[src/rtl/aes128_package.sv]
// Shared types and sizing helpers for the masked AES-128 datapath.
package aes128_package;

  typedef logic [7:0] bv8_t;

  typedef enum logic [1:0] {
    HPC1,
    HPC2,
    HPC3
  } stage_type_t;

  // Fresh random bits per masked inversion: scales with the number of share pairs.
  function automatic int num_inv_random(input int shares, input stage_type_t stageType);
    int pairs;
    int bits;
    pairs = (shares * (shares - 1)) / 2;
    case (stageType)
      HPC1:    bits = 36 * pairs;
      HPC2:    bits = 20 * pairs;
      default: bits = 28 * pairs;
    endcase
    return (bits < 1) ? 1 : bits;
  endfunction

  function automatic int req_id_width(input int n);
    return (n > 1) ? $clog2(n) : 1;
  endfunction

endpackage

[src/rtl/masked_inv_sched_rr_arbiter.sv]
// Round-robin arbiter: grants the first valid requester at or after the pointer.
module rr_arbiter
  import aes128_package::*;
#(
  parameter int N = 4,
  localparam int IDW = req_id_width(N)
) (
  input  logic           in_clock,
  input  logic           in_reset,
  input  logic           in_enable,
  input  logic [N-1:0]   in_valid,
  output logic [N-1:0]   out_grant,
  output logic [IDW-1:0] out_index,
  output logic           out_issue
);

  logic [IDW-1:0] r_ptr;
  logic [IDW:0]   w_sum;
  logic [IDW-1:0] w_cand;

  always_comb begin
    out_grant = '0;
    out_index = '0;
    out_issue = 1'b0;
    w_sum     = '0;
    w_cand    = '0;
    for (int i = 0; i < N; i++) begin
      w_sum  = {1'b0, r_ptr} + (IDW+1)'(i);
      w_cand = IDW'((w_sum >= (IDW+1)'(N)) ? (w_sum - (IDW+1)'(N)) : w_sum);
      if (in_enable && !out_issue && in_valid[w_cand]) begin
        out_issue         = 1'b1;
        out_index         = w_cand;
        out_grant[w_cand] = 1'b1;
      end
    end
  end

  // The winner moves to the back of the line; the pointer holds when nothing issues.
  always_ff @(posedge in_clock or negedge in_reset) begin
    if (!in_reset) begin
      r_ptr <= '0;
    end else if (out_issue) begin
      r_ptr <= (out_index == IDW'(N - 1)) ? '0 : out_index + 1'b1;
    end
  end

endmodule

[src/rtl/masked_inv_sched.sv]
// Shares one pipelined masked GF(2^8) inverter between NUM_REQ requesters,
// issuing only when fresh randomness is available and routing results back by tag.
module masked_inv_sched
  import aes128_package::*;
#(
  parameter int          NUM_SHARES  = 2,
  parameter stage_type_t STAGE_TYPE  = HPC1,
  parameter int          NUM_REQ     = 4,
  parameter int          INV_LATENCY = 3,
  localparam int         NUM_RANDOM  = num_inv_random(NUM_SHARES, STAGE_TYPE),
  localparam int         IDW         = req_id_width(NUM_REQ)
) (
  input  logic                                  in_clock,
  input  logic                                  in_reset,
  input  logic                                  in_enable,
  input  logic [NUM_REQ-1:0]                    in_req_valid,
  input  bv8_t [NUM_REQ-1:0][NUM_SHARES-1:0]    in_req_data,
  output logic [NUM_REQ-1:0]                    out_req_ready,
  input  logic [NUM_RANDOM-1:0]                 in_rnd,
  input  logic                                  in_rnd_valid,
  output logic                                  out_rnd_ready,
  output bv8_t [NUM_SHARES-1:0]                 out_inv_a,
  output logic [NUM_RANDOM-1:0]                 out_inv_random,
  input  bv8_t [NUM_SHARES-1:0]                 in_inv_b,
  output logic                                  out_rsp_valid,
  output logic [IDW-1:0]                        out_rsp_id,
  output bv8_t [NUM_SHARES-1:0]                 out_rsp_data,
  output logic                                  out_busy
);

  typedef struct packed {
    logic           valid;
    logic [IDW-1:0] id;
  } tag_t;

  logic               w_arbEnable;
  logic [NUM_REQ-1:0] w_grant;
  logic [IDW-1:0]     w_grantIdx;
  logic               w_issue;
  tag_t               w_stage [INV_LATENCY];

  // Gating with reset keeps every combinational output low while reset is held.
  assign w_arbEnable = in_reset & in_enable & in_rnd_valid;

  rr_arbiter #(
    .N(NUM_REQ)
  ) u_arbiter (
    .in_clock  (in_clock),
    .in_reset  (in_reset),
    .in_enable (w_arbEnable),
    .in_valid  (in_req_valid),
    .out_grant (w_grant),
    .out_index (w_grantIdx),
    .out_issue (w_issue)
  );

  assign out_req_ready = w_grant;
  assign out_rnd_ready = w_issue;

  // Selection and zero-forcing are done share by share so shares never meet.
  always_comb begin
    out_inv_a      = '0;
    out_inv_random = w_issue ? in_rnd : '0;
    for (int s = 0; s < NUM_SHARES; s++) begin
      out_inv_a[s] = w_issue ? in_req_data[w_grantIdx][s] : 8'h00;
    end
  end

  for (genvar g = 0; g < INV_LATENCY; g++) begin : gen_tag
    tag_t r_tag;
    tag_t w_next;

    if (g == 0) begin : gen_head
      assign w_next = {w_issue, w_grantIdx};
    end else begin : gen_body
      assign w_next = w_stage[g-1];
    end

    always_ff @(posedge in_clock or negedge in_reset) begin
      if (!in_reset) begin
        r_tag <= '0;
      end else begin
        r_tag <= w_next;
      end
    end

    assign w_stage[g] = r_tag;
  end

  assign out_rsp_valid = w_stage[INV_LATENCY-1].valid;
  assign out_rsp_id    = w_stage[INV_LATENCY-1].id;

  always_comb begin
    out_busy     = 1'b0;
    out_rsp_data = '0;
    for (int g = 0; g < INV_LATENCY; g++) begin
      out_busy = out_busy | w_stage[g].valid;
    end
    for (int s = 0; s < NUM_SHARES; s++) begin
      out_rsp_data[s] = out_rsp_valid ? in_inv_b[s] : 8'h00;
    end
  end

endmodule

[config.mk]
export PLATFORM = sky130hd
export DESIGN_NAME = masked_inv_sched
export DESIGN_NICKNAME = d
export VERILOG_FILES = /design/src/rtl/aes128_package.sv /design/src/rtl/masked_inv_sched_rr_arbiter.sv /design/src/rtl/masked_inv_sched.sv
export SDC_FILE = /design/constraint.sdc
export NUM_CORES = 1
export LEC_CHECK = 0
export CORE_MARGIN = 1.5
export CORE_UTILIZATION = 25
export CTS_BUF_LIST = sky130_fd_sc_hd__clkbuf_8
export DETAILED_ROUTE_END_ITERATION = 7
export PLACE_DENSITY_LB_ADDON = 0.15
export SLEW_MARGIN = 20
export SYNTH_ARGS = -nofsm -noshare
export SYNTH_HDL_FRONTEND = slang
export SYNTH_SLANG_ARGS = --single-unit
export TNS_END_PERCENT = 20
[constraint.sdc]
create_clock -name in_clock -period 3.2 [get_ports in_clock]
set_input_delay 0.64 -clock in_clock [delete_from_list [all_inputs] [get_ports in_clock]]
set_output_delay 0.64 -clock in_clock [all_outputs]
set_load 0.01 [all_outputs]
## Word-level counts from Yosys, hierarchy flattened

Cells that the tools add are included.

- Add/subtract/negate cells: 8
- $mul: 0
- Div/mod/pow operators: 0
- $lt $le $gt $ge: 13
- Equality and inequality tests: 1
- Shift-type cells: 0
- Multiplexer cells: 40
- Bitwise logic cells: 7
- Reduce and logical (&&, ||, !) cells: 14

Operators with widths:

| kind | number |
|---|---|
| 36-bit two-way mux | 1 |
| 16-bit binary-select mux with 2-bit select | 1 |
| 8-bit two-way mux | 4 |
| 2-bit two-way mux | 9 |
| 16-bit two-way mux | 1 |
| 4-bit two-way mux | 4 |
| 2-bit by 3-bit < comparator with 1-bit output (second input constant) | 5 |
| 1-bit two-way mux | 12 |
| 4-bit OR | 3 |
| 1-bit logical AND | 11 |
| 3-bit greater-or-equal comparator (second input constant) | 3 |
| 1-bit binary-select mux with 2-bit select | 4 |
| 1-bit demux with 2-bit select | 4 |
| 2-bit by 1-bit greater-or-equal comparator with 1-bit output (second input constant) | 4 |
| 2-bit by 1-bit subtractor with 2-bit output (second input constant) | 4 |
| 2-bit by 2-bit adder with 3-bit output (second input constant) | 2 |
| 2-bit by 1-bit adder with 3-bit output (second input constant) | 1 |
| 2-bit by 3-bit greater-or-equal comparator with 1-bit output (second input constant) | 1 |
| 1-bit zero test | 3 |
| 2-bit by 1-bit adder with 2-bit output (second input constant) | 1 |
| 1-bit AND | 2 |
| 2-bit equality test (second input constant) | 1 |
| 1-bit OR | 2 |

- Register bits: 11
- Latch bits: 0
- Bits in writable memories: 0
- Bits in read-only memories: 0
- Bits of input ports: 124
- Output and inout port bits: 77
- Word-level logic and storage cells: 90
- Memories: 0

## Longest topological paths before layout

- Depth in word-level cells: 21
- Mapped depth: 12
- Gate-level depth less buffers: 8

## Cells and area by module

Synthesis repeated with hierarchy kept, for this count alone.

- Cells, all modules: 209
- Area total of the unflattened synthesis: 1800.5 um^2

By module, submodules not included:

| module | times used | cells an instance | area an instance (um^2) | seq. area each (um^2) |
|---|---|---|---|---|
| masked_inv_sched | 1 | 125 | 1119.8 | 225.2 |
| rr_arbiter | 1 | 84 | 680.7 | 50.0 |

## Least setup slack after synthesis

No wires, ideal clock.

- Path kind: register -> output
- From: reg u_arbiter.r_ptr[0]
- To: out out_inv_a[10] in the netlist's numbering
- Data arrival time: 2.771 ns
- Required time: 2.560 ns
- Slack: -0.211 ns
- Stages on the path, launching flop included: 13
- Buffers on the path: 4
- Cell sequence: dfrtp_1 buf_2 inv_1 ha_1 buf_2 or3b_2 nand3_1 nand4b_4 o22a_1 buf_6 buf_12 mux2i_1 o22ai_1

RTL lines:

| item | line | RTL |
|---|---|---|
| start: declaration | masked_inv_sched_rr_arbiter.sv:17 | `logic [IDW-1:0] r_ptr;` |
| start signal: assignment | masked_inv_sched_rr_arbiter.sv:43 | `r_ptr <= (out_index == IDW'(N - 1)) ? '0 : out_index + 1'b1;` |
| end: declaration | masked_inv_sched.sv:22 | `output bv8_t [NUM_SHARES-1:0] out_inv_a,` |

==> impl_metrics.toml <==
[yosys]
syn_avg_cell_area_um2 = 8.80
synth.ff_latch_count = 11
synth.cell_area_um2 = 1680
synthTopCellsByCount = "and2_1 (53), mux2i_1 (34), o22ai_1 (16)"
synth_cells = 191
synth_nets = 319
synth_seq_area_share_pct = 16.4
synth-main-ff-cell = "dfrtp_1"
async_flop_share_pct = 100
synth_area_leaders = "mux2i_1 (20%), and2_1 (20%), dfrtp_1 (16%)"
ys_warn_count = 0
yosys.area.top_type = "mux2i_1"
synth.top_cell.area_share_pct = 20.2
synth_edf_count = 0
synth.distinct_cells = 39
yosysMostFrequentCell = "and2_1"

[global_routing]
grt.overflow.total = 0
grt_pass1_vias = 2415
grt_pass1_wl_um = 12300
grt_start_max_net_pins = 21
grt_usage_pct = 21.4
antenna_found_initial = 0

[sta]
period_needed_ps = 3320
setup_ws_ps = -117
fmax_mhz = 301
worstMarginPinSlew_ps = 339
fin_crit_sh_pct = 104
setup_violations = 16
slew_violations = 0
rsz0062_at_grt = "true"
finalHoldViolCount = 0
skew_ps = 1.89
slew_headroom_pct = 77.4

[floorplan]
die_area_um2 = 7230
die_h_um = 85.0
pin_count = 201
rows = 29
chipWidth_um = 85.0
coreArea_um2 = 6420
start_util_pct = 26.2

[detailed_routing]
vias_per_cell = 4.72
ant_nets = 0
wl_per_cell_um = 15.8
drt-initial-drc-count = 104
via_count = 2330
dr.pass1.iters = 6
drc = 10
wirelength_um = 7820

[job]
cap_violations = 0

[run_status]
violations = "design-rule violations, negative setup slack"
status = "finished, violations left"

[hold_path]
min_to = "gen_tag[1].r_tag[1]"
min_path_cells = 0
hp-start = "gen_tag[0].r_tag[1]"
min_path_type = "flip-flop to flip-flop"

[clock_network]
root_buffer = "clkbuf_8"
htree_levels = 1
cts_tree = "done"
cts.sinks = 11
clk_path_buf_depth = 2
clk_latency_ps = 230
numCtsBuffers = 3
clkSlewWorstSetupHoldPaths_ps = 50

[worst_setup_path]
r2r_end = "u_arbiter.r_ptr[1]"
r2r_start = "u_arbiter.r_ptr[0]"
crit_path_max_fanout = 6
crit_path_start_kind = "flip-flop"
end_kind = "output port"
reg2reg_slack_ps = 870
r2r_cells = 9
criticalPathCategory = "flip-flop to output port"
startpoint = "u_arbiter.r_ptr[0]"
crit_arrival_ps = 2680
critPathRequiredTime_ps = 2560

[final_layout]
final_cell_area_um2 = 4220
drive_above_1_share_pct = 31.4
fin_util_pct = 65.7
fin_nets = 546
n_antenna_cell = 0
syn2layout_area_growth_pct = 151

[power]
power_w = 0.00172
ir_worst_vdd_mv = 0.234
p_leak_nw = 1.78
power_density_nw_per_um2 = 408

[placed_design]
place_hpwl_um = 6220
place.gp.congestion = 0.823
io_buffers = 200
place_area_um2 = 3990
[flip-flops by register name (all words and copies together), names as in the netlist]
| register | cells |
|---|---|
| u_arbiter.r_ptr | 2 |
| out_rsp_id | 2 |
| gen_tag.r_tag | 6 |
| out_rsp_valid | 1 |
[area by class of cell]
type | count | area [um2]
clock buffer | 3 | 41.3
clock inverter | 1 | 5.00
fill | 532 | 2200
inverter | 8 | 30.0
multi-input combinational | 156 | 1480
sequential | 11 | 277
tap | 77 | 96.3
timing repair buffer | 238 | 2290
[placed cells by master, fill, tap and decap left out, drive strengths merged, types with 2 or more instances in the layout]
cell type,n
a211oi,2
a21oi,2
a222oi,4
and2,55
buf,58
clkbuf,20
clkdlybuf4s15,18
clkdlybuf4s50,139
dfrtp,11
dlygate4sd2,6
ha,4
inv,8
mux2,2
mux2i,34
mux4,4
nand2,2
nand2b,2
nand3,2
nand3b,2
nor2,4
o21ai,6
o22ai,16
[power breakdown]
group	switching, W	leakage [nW]	internal, W
sequential	0.0000181	0.141	0.000175
clock	0.0000510	0.0255	0.0000854
combinational	0.000612	1.61	0.000778
total	0.000681	1.78	0.00104
[timing repair]
item / 4_1_cts / 5_1_grt
setup buffers: 10 / 2
hold buffers: 0 / 0
gates cloned: 3 / 0
resized for setup: 173 / 46
endpoints found under the setup margin: 57 / 56
pin swaps: 12 / 6
[logic make-up after synthesis]
kind of cell | after synthesis | share of synthesized area, %
AND/OR/NAND/NOR | 75 | 28.9
buffers and inverters | 24 | 9.52
flip-flops | 11 | 16.4
multiplexers | 40 | 26.9
XOR/XNOR | 1 | 0.521
adder cells (fa/ha/maj) | 4 | 2.98
AO/OA/AOI/OAI | 36 | 14.8
[worst max-delay path, cell delays in order, from the launching register on]
cell and delay (ps):
dfrtp_2 380, inv_2 60, ha_4 300, mux4_2 520, mux2i_1 140, nor4_1 70
o22a_4 230, buf_12 140, buf_12 130, mux2i_4 180, o22ai_4 160, buf_6 130
[metal layers]
metal	share of wire [%]	wire length, um	GRT usage [%]	vias to the layer above
met2	52	4060	38.8	119
li1	-	-	-	1147
met3	9.8	767	7.10	2
met1	38	2950	25.1	1062
met4	0.46	36	2.68	0
met5	0	0	0	-
[through the flow]
step / setup TNS [ps] / hold WS (ps) / instances / setup WS [ps]
after global routing: -3060 / 347 / 494 / -204
final: -1210 / 346 / 494 / -117
after detailed placement: -36290 / 335 / 475 / -801
after CTS: -1290 / 346 / 492 / -126
after floorplan: 0 / 331 / 191 / 1.80
after global placement: -35080 / 333 / 475 / -740
[worst max path at each step]
stage,endpoint,depth (start not counted)
2_1_floorplan,out_inv_a[10],12
3_3_place_gp,out_inv_a[14],9
3_5_place_dp,out_inv_a[14],9
4_1_cts,out_inv_a[11],11
5_1_grt,out_inv_a[11],11
6_report,out_inv_a[11],11
(Power assumes the default switching activity.)
